`config.mk`:
```
export PLATFORM = sky130hd
export DESIGN_NAME = core_step_ctrl_flat
export DESIGN_NICKNAME = d
export VERILOG_FILES = /design/src/rtl/core_step_ctrl_if.sv /design/src/rtl/core_step_ctrl.sv /design/src/flat_wrapper.sv
export SDC_FILE = /design/constraint.sdc
export NUM_CORES = 1
export LEC_CHECK = 0
export ABC_AREA = 1
export BUFFER_PORTS_ARGS = -buffer_cell sky130_fd_sc_hd__buf_2
export CORE_MARGIN = 1.5
export CORE_UTILIZATION = 56
export DETAILED_ROUTE_END_ITERATION = 6
export PLACE_DENSITY = 0.88
export SKIP_LAST_GASP = 1
export SYNTH_ARGS = -nofsm -noshare
export SYNTH_HDL_FRONTEND = slang
export SYNTH_SLANG_ARGS = --single-unit
```
`constraint.sdc`:
```
create_clock -name clk -period 1.6 [get_ports clk]
set_input_delay 0.08 -clock clk [delete_from_list [all_inputs] [get_ports clk]]
set_output_delay 0.08 -clock clk [all_outputs]
set_load 0.02 [all_outputs]
```
`src/rtl/core_step_ctrl_if.sv`:
```
// Handshake and control bundle between the step sequencer, IFU, LSU, decoder and commit logic.
// master = sequencer side, slave = surrounding core side.
interface core_step_ctrl_if #(
  parameter int unsigned INSTRET_W = 32
);
  logic                 ifu_req;
  logic                 ifu_rvalid;
  logic                 inst_valid;
  logic                 dec_mem_ren;
  logic                 dec_mem_wen;
  logic                 dec_r_wen;
  logic                 dec_csr_wen;
  logic                 dec_halt;
  logic                 lsu_req;
  logic                 lsu_wen;
  logic                 lsu_done;
  logic                 pc_wen;
  logic                 rf_wen;
  logic                 csr_commit;
  logic                 halted;
  logic                 timeout;
  logic [INSTRET_W-1:0] instret;

  modport master (
    output ifu_req, inst_valid, lsu_req, lsu_wen, pc_wen, rf_wen, csr_commit,
           halted, timeout, instret,
    input  ifu_rvalid, dec_mem_ren, dec_mem_wen, dec_r_wen, dec_csr_wen, dec_halt,
           lsu_done
  );

  modport slave (
    input  ifu_req, inst_valid, lsu_req, lsu_wen, pc_wen, rf_wen, csr_commit,
           halted, timeout, instret,
    output ifu_rvalid, dec_mem_ren, dec_mem_wen, dec_r_wen, dec_csr_wen, dec_halt,
           lsu_done
  );
endinterface

```
`src/rtl/core_step_ctrl.sv`:
```
// Multi-cycle step sequencer: FETCH -> EXEC -> (MEM) -> WB with one commit per instruction,
// EBREAK halt and FETCH/MEM wait timeout. All outputs are registered.
module core_step_ctrl #(
  parameter int unsigned TIMEOUT_W = 8,
  parameter int unsigned INSTRET_W = 32
) (
  input logic               clk,
  input logic               rst,
  core_step_ctrl_if.master  bus_io
);

  typedef enum logic [2:0] {
    S_IDLE  = 3'd0,
    S_FETCH = 3'd1,
    S_EXEC  = 3'd2,
    S_MEM   = 3'd3,
    S_WB    = 3'd4,
    S_HALT  = 3'd5
  } state_e;

  // Last wait count that may still complete; one more idle cycle is a timeout.
  localparam logic [TIMEOUT_W-1:0] WAIT_LAST = TIMEOUT_W'((2 ** TIMEOUT_W) - 2);

  state_e               state_q;
  logic [TIMEOUT_W-1:0] wait_q;
  logic                 r_q;
  logic                 csr_q;
  logic                 ifu_req_q;
  logic                 inst_valid_q;
  logic                 lsu_req_q;
  logic                 lsu_wen_q;
  logic                 pc_wen_q;
  logic                 rf_wen_q;
  logic                 csr_commit_q;
  logic                 halted_q;
  logic                 timeout_q;
  logic [INSTRET_W-1:0] instret_q;

  logic r_d;
  logic mem_d;

  // A load+store decode is treated as a store, so it never writes rd.
  assign r_d   = bus_io.dec_r_wen & ~(bus_io.dec_mem_ren & bus_io.dec_mem_wen);
  assign mem_d = bus_io.dec_mem_ren | bus_io.dec_mem_wen;

  always_ff @(posedge clk or posedge rst) begin
    if (rst) begin
      state_q      <= S_IDLE;
      wait_q       <= '0;
      r_q          <= 1'b0;
      csr_q        <= 1'b0;
      ifu_req_q    <= 1'b0;
      inst_valid_q <= 1'b0;
      lsu_req_q    <= 1'b0;
      lsu_wen_q    <= 1'b0;
      pc_wen_q     <= 1'b0;
      rf_wen_q     <= 1'b0;
      csr_commit_q <= 1'b0;
      halted_q     <= 1'b0;
      timeout_q    <= 1'b0;
      instret_q    <= '0;
    end else begin
      inst_valid_q <= 1'b0;
      pc_wen_q     <= 1'b0;
      rf_wen_q     <= 1'b0;
      csr_commit_q <= 1'b0;
      unique case (state_q)
        S_IDLE: begin
          state_q   <= S_FETCH;
          ifu_req_q <= 1'b1;
          wait_q    <= '0;
        end
        S_FETCH: begin
          if (bus_io.ifu_rvalid) begin
            state_q      <= S_EXEC;
            ifu_req_q    <= 1'b0;
            inst_valid_q <= 1'b1;
          end else if (wait_q == WAIT_LAST) begin
            state_q   <= S_HALT;
            ifu_req_q <= 1'b0;
            halted_q  <= 1'b1;
            timeout_q <= 1'b1;
          end else begin
            wait_q <= wait_q + TIMEOUT_W'(1);
          end
        end
        S_EXEC: begin
          r_q   <= r_d;
          csr_q <= bus_io.dec_csr_wen;
          if (bus_io.dec_halt) begin
            state_q  <= S_HALT;
            halted_q <= 1'b1;
          end else if (mem_d) begin
            state_q   <= S_MEM;
            lsu_req_q <= 1'b1;
            lsu_wen_q <= bus_io.dec_mem_wen;
            wait_q    <= '0;
          end else begin
            state_q      <= S_WB;
            pc_wen_q     <= 1'b1;
            rf_wen_q     <= r_d;
            csr_commit_q <= bus_io.dec_csr_wen;
          end
        end
        S_MEM: begin
          if (bus_io.lsu_done) begin
            state_q      <= S_WB;
            lsu_req_q    <= 1'b0;
            lsu_wen_q    <= 1'b0;
            pc_wen_q     <= 1'b1;
            rf_wen_q     <= r_q;
            csr_commit_q <= csr_q;
          end else if (wait_q == WAIT_LAST) begin
            state_q   <= S_HALT;
            lsu_req_q <= 1'b0;
            lsu_wen_q <= 1'b0;
            halted_q  <= 1'b1;
            timeout_q <= 1'b1;
          end else begin
            wait_q <= wait_q + TIMEOUT_W'(1);
          end
        end
        S_WB: begin
          state_q   <= S_FETCH;
          ifu_req_q <= 1'b1;
          wait_q    <= '0;
          instret_q <= instret_q + INSTRET_W'(1);
        end
        S_HALT: begin
          state_q <= S_HALT;
        end
        default: begin
          state_q <= S_IDLE;
        end
      endcase
    end
  end

  assign bus_io.ifu_req    = ifu_req_q;
  assign bus_io.inst_valid = inst_valid_q;
  assign bus_io.lsu_req    = lsu_req_q;
  assign bus_io.lsu_wen    = lsu_wen_q;
  assign bus_io.pc_wen     = pc_wen_q;
  assign bus_io.rf_wen     = rf_wen_q;
  assign bus_io.csr_commit = csr_commit_q;
  assign bus_io.halted     = halted_q;
  assign bus_io.timeout    = timeout_q;
  assign bus_io.instret    = instret_q;

endmodule

```
`src/flat_wrapper.sv`:
```
// flat-port wrapper written by rule: the top's interface ports become plain ports
module core_step_ctrl_flat 
#(
  parameter int unsigned TIMEOUT_W = 8,
  parameter int unsigned INSTRET_W = 32
)
  (clk, rst, bus_io_ifu_req, bus_io_inst_valid, bus_io_lsu_req, bus_io_lsu_wen, bus_io_pc_wen, bus_io_rf_wen, bus_io_csr_commit, bus_io_halted, bus_io_timeout, bus_io_instret, bus_io_ifu_rvalid, bus_io_dec_mem_ren, bus_io_dec_mem_wen, bus_io_dec_r_wen, bus_io_dec_csr_wen, bus_io_dec_halt, bus_io_lsu_done);
  core_step_ctrl_if #(.INSTRET_W(INSTRET_W)) bus_io_i ();
  input logic clk;
  input logic rst;
  output wire logic [$bits(bus_io_i.ifu_req)-1:0] bus_io_ifu_req;
  output wire logic [$bits(bus_io_i.inst_valid)-1:0] bus_io_inst_valid;
  output wire logic [$bits(bus_io_i.lsu_req)-1:0] bus_io_lsu_req;
  output wire logic [$bits(bus_io_i.lsu_wen)-1:0] bus_io_lsu_wen;
  output wire logic [$bits(bus_io_i.pc_wen)-1:0] bus_io_pc_wen;
  output wire logic [$bits(bus_io_i.rf_wen)-1:0] bus_io_rf_wen;
  output wire logic [$bits(bus_io_i.csr_commit)-1:0] bus_io_csr_commit;
  output wire logic [$bits(bus_io_i.halted)-1:0] bus_io_halted;
  output wire logic [$bits(bus_io_i.timeout)-1:0] bus_io_timeout;
  output wire logic [$bits(bus_io_i.instret)-1:0] bus_io_instret;
  input wire logic [$bits(bus_io_i.ifu_rvalid)-1:0] bus_io_ifu_rvalid;
  input wire logic [$bits(bus_io_i.dec_mem_ren)-1:0] bus_io_dec_mem_ren;
  input wire logic [$bits(bus_io_i.dec_mem_wen)-1:0] bus_io_dec_mem_wen;
  input wire logic [$bits(bus_io_i.dec_r_wen)-1:0] bus_io_dec_r_wen;
  input wire logic [$bits(bus_io_i.dec_csr_wen)-1:0] bus_io_dec_csr_wen;
  input wire logic [$bits(bus_io_i.dec_halt)-1:0] bus_io_dec_halt;
  input wire logic [$bits(bus_io_i.lsu_done)-1:0] bus_io_lsu_done;
  assign bus_io_ifu_req = bus_io_i.ifu_req;
  assign bus_io_inst_valid = bus_io_i.inst_valid;
  assign bus_io_lsu_req = bus_io_i.lsu_req;
  assign bus_io_lsu_wen = bus_io_i.lsu_wen;
  assign bus_io_pc_wen = bus_io_i.pc_wen;
  assign bus_io_rf_wen = bus_io_i.rf_wen;
  assign bus_io_csr_commit = bus_io_i.csr_commit;
  assign bus_io_halted = bus_io_i.halted;
  assign bus_io_timeout = bus_io_i.timeout;
  assign bus_io_instret = bus_io_i.instret;
  assign bus_io_i.ifu_rvalid = bus_io_ifu_rvalid;
  assign bus_io_i.dec_mem_ren = bus_io_dec_mem_ren;
  assign bus_io_i.dec_mem_wen = bus_io_dec_mem_wen;
  assign bus_io_i.dec_r_wen = bus_io_dec_r_wen;
  assign bus_io_i.dec_csr_wen = bus_io_dec_csr_wen;
  assign bus_io_i.dec_halt = bus_io_dec_halt;
  assign bus_io_i.lsu_done = bus_io_lsu_done;
  core_step_ctrl #(.TIMEOUT_W(TIMEOUT_W), .INSTRET_W(INSTRET_W)) u_core (.clk(clk), .rst(rst), .bus_io(bus_io_i));
endmodule
```
==> results.sh <==
export IMPL_outcome="finished, final reports clean"
export IMPL_synth_commonest_cells="nand2_1 (129), dfrtp_1 (54), nor2_1 (41), inv_1 (39), nand3_1 (25)"
export IMPL_use_met2_pct=41.44
export IMPL_path_clk_slew_ns=0.10
export IMPL_hpwl_um=4664
export IMPL_ir_drop_mv=0.9834
export IMPL_worstSetupEndpointType="flop"
export IMPL_grt_max_degree=55
export IMPL_whs_path_depth=3
export IMPL_power_switching_mw=1.605
export IMPL_synth_edff_count=0
export IMPL_antenna_found_initial=0
export IMPL_final_nets=462
export IMPL_fin_skew_ns=0.01951
export IMPL_synth_ff_type="dfrtp_1"
export IMPL_timing_final_ws_setup_ns=0.06274
export IMPL_syn_num_nets=392
export IMPL_ioPinCount=50
export IMPL_start_util_pct=58.33
export IMPL_top_usage_layer="met2"
export IMPL_gp_congestion=0.9153
export IMPL_hold_class="input pin to flop"
export IMPL_min_period_ns=1.537
export IMPL_drt_iter0_markers=249
export IMPL_ff2ff_path_depth=9
export IMPL_synth_compound_area_share_pct=3.402
export IMPL_drive_above_1_share_pct=23.06
export IMPL_synth_top_family_by_area="simple AND/OR/NAND/NOR gates"
export IMPL_syn_cell_area_sq_um=2979
export IMPL_yosys_area_share_xor_xnor_pct=5.880
export IMPL_diodes=0
export IMPL_syn_to_final_growth_pct=19.61
export IMPL_synth_adder_area_share_pct=1.260
export IMPL_maxCapViolCount=0
export IMPL_crit_fanout=4
export IMPL_final_setup_viol_count=0
export IMPL_tightest_slew_ns=0.3536
export IMPL_num_vias=2706
export IMPL_finalHoldViolations=0
export IMPL_synth_ff_latch_count=54
export IMPL_htree_levels=2
export IMPL_fillCellCount=393
export IMPL_clk_latency_ns=0.32
export IMPL_die_h_um=75.94
export IMPL_synthTopCellsByArea="dfrtp_1 (45%), nand2_1 (16%), nor2_1 (5.2%), inv_1 (4.9%), nand3_1 (4.2%)"
export IMPL_numPortBuffers=49
export IMPL_drc=0
export IMPL_grt_pass1_vias=2617
export IMPL_critPathSlowestCell="dfrtp_1"
export IMPL_syn_inst=380
export IMPL_die_area_sq_um=5766
export IMPL_internal_power_mw=2.418
export IMPL_clock_power_share_pct=19.1
export IMPL_async_reset_ff_share_pct=100.0
export IMPL_grt_pass1_wl_um=10930
export IMPL_crit_chain="nand2_1 -> nor2_1 -> nand2_1 -> nor2_1 -> nand2_1 -> nand2_1 -> nand2_1 -> nand2_1 -> nand2_1"
export IMPL_crit_required_ns=1.81
export IMPL_startpoint_type="flop"
export IMPL_core_region_area_sq_um=5107
export IMPL_syn_area_per_cell_sq_um=7.840
export IMPL_power_density_nw_per_um2=1129
export IMPL_netSwitchingFraction_pct=39.90
export IMPL_max_clock_freq_mhz=650.5
export IMPL_cpLargestDelayFamily="simple AND/OR/NAND/NOR gates"
export IMPL_yosysMostFrequentCell="nand2_1"
export IMPL_slowest_delay_ns=0.43
export IMPL_grtUsageTotal_pct=23.15
export IMPL_yosysTopAreaCell="dfrtp_1"
export IMPL_p_comb_share_pct=37.1
export IMPL_use_met3_pct=4.458
export IMPL_p_leak_nw=1.835
export IMPL_worst_path_most_repeated_cell="nand2_1"
export IMPL_detail_route_antenna_nets=0
export IMPL_yosysSeqAreaShare_pct=45.36
export IMPL_synth_mux_area_share_pct=0
export IMPL_cts_made_buffers=5
export IMPL_slew_headroom_pct=76.34
export IMPL_grt_util_met1_pct=26.91
export IMPL_yosys_area_share_simple_pct=38.30
export IMPL_yosysWarnings=0
export IMPL_cts_sinks=54
export IMPL_cp_depth=9
export IMPL_synth_top_area_share_pct=45.36
export IMPL_period_share_pct=96.08
export IMPL_critPathKind="flop to flop"
export IMPL_seq_power_share_pct=43.9
export IMPL_first_pass_iters=4
export IMPL_holdWs_ns=0.02822
export IMPL_path_buf_inv=0
export IMPL_vias_per_cell=5.194
export IMPL_slew_viol_final=0
export IMPL_die_x_um=75.94
export IMPL_routedWlPerCell_um=12.63
export IMPL_root_buffer="clkbuf_8"
export IMPL_rows=26
export IMPL_cts_tree="yes"
export IMPL_drt_wl_total_um=6581
export IMPL_overflow=0
export IMPL_crit_arrival_ns=1.75
export IMPL_preCtsSetupSlack_ns=0.02169
export IMPL_clock_path_buffers=2
export IMPL_ys_types=30
[per-layer routing]
| metal | share of wire (%) | up-vias |
|---|---|---|
| met5 | 0 | - |
| met1 | 42 | 1273 |
| met4 | 1.6 | 0 |
| met2 | 53 | 80 |
| li1 | - | 1343 |
| met3 | 4.0 | 10 |
[registers in the layout, summed over array words and instances, names as in the netlist]
signal / count
u_core.bus_io.csr_commit: 1
u_core.r_q: 1
u_core.bus_io.lsu_req: 1
u_core.csr_q: 1
u_core.bus_io.instret: 32
u_core.bus_io.lsu_wen: 1
u_core.bus_io.halted: 1
u_core.state_q: 3
u_core.bus_io.rf_wen: 1
u_core.bus_io.ifu_req: 1
u_core.bus_io.pc_wen: 1
u_core.bus_io.inst_valid: 1
u_core.wait_q: 8
u_core.bus_io.timeout: 1
[worst paths after layout]
kind                            slack [ns]                        end                 startpoint
worst max-delay path                  0.06  u_core.bus_io.instret[25]  u_core.bus_io.instret[10]
worst min-delay path                  0.03      u_core.bus_io.lsu_wen         bus_io_dec_mem_wen
worst max register to register        0.06  u_core.bus_io.instret[25]  u_core.bus_io.instret[10]
worst min register to register        0.47       u_core.bus_io.halted       u_core.bus_io.halted
max in group asynchronous             0.99          u_core.state_q[0]                        rst
min in group asynchronous             0.34  u_core.bus_io.instret[28]                        rst
[cell type report]
class	count	area, sq um	share of cell area (%)
multi-input combinational	281	1488	41.75
sequential	54	1355	38.03
timing repair buffer	63	367.9	10.32
inverter	45	178.9	5.021
tap	70	87.58	2.458
clock buffer	6	72.57	2.037
clock inverter	2	13.76	0.3862
[cells by family after synthesis]
family,count (synthesis)
AND/OR/NAND/NOR,241
flip-flops,54
buffers and inverters,45
XOR/XNOR,20
AO/OA/AOI/OAI,17
adder cells (fa/ha/maj),3
[placed cells by master, fill, tap and decap left out, types with 2 or more instances in the layout]
cell type        n
ha_1             3
buf_2           49
inv_1           38
nor3_1           6
clkbuf_8         5
inv_4            4
xnor2_1         10
o21bai_1         2
nand3_2          4
nand3_4          2
a21oi_1          3
nor2_4           7
inv_2            3
buf_4           11
o21ai_0          7
dfrtp_1         51
dlygate4sd3_1    2
nand2_1        129
nand3b_1         4
nor2_2           7
xor2_1          10
nand4_1         15
dfrtp_2          3
nor2_1          38
nand3_1         24
[power by group through the flow]
stage	sequential [mW]	clock [mW]	combinational [mW]
5_1_grt	1.79	0.832	1.66
3_5_place_dp	1.77	0	1.37
6_report	1.76	0.768	1.49
3_3_place_gp	1.76	0	1.33
2_1_floorplan	1.87	0	0.867
4_1_cts	1.74	0.789	1.38
[through the flow]
stage / area [sq um] / setup TNS, ns / instances / power, mW / util (%)
finish: 3563 / 0 / 521 / 4.023 / 69.77
detailed placement: 3363 / 0 / 504 / 3.136 / 65.85
floorplan: 2980 / 0 / 380 / 2.737 / -
global placement: 3363 / 0 / 504 / 3.086 / 65.85
global route: 3563 / -0.1259 / 521 / 4.280 / 69.77
CTS: 3470 / 0 / 514 / 3.908 / 67.93
[tightest hold or removal path, cell delays in order]
cell     delay, ns
buf_2         0.10
nand3_1       0.07
nand2_1       0.07
[repair_timing]
action                                 CTS  global route
endpoints found under the hold margin   55             0
hold buffers                             2             0
setup endpoints to repair                0            22
gates resized for setup                  0            13
setup buffers                            0             7
No activity file was read; power rests on OpenSTA's default activity.
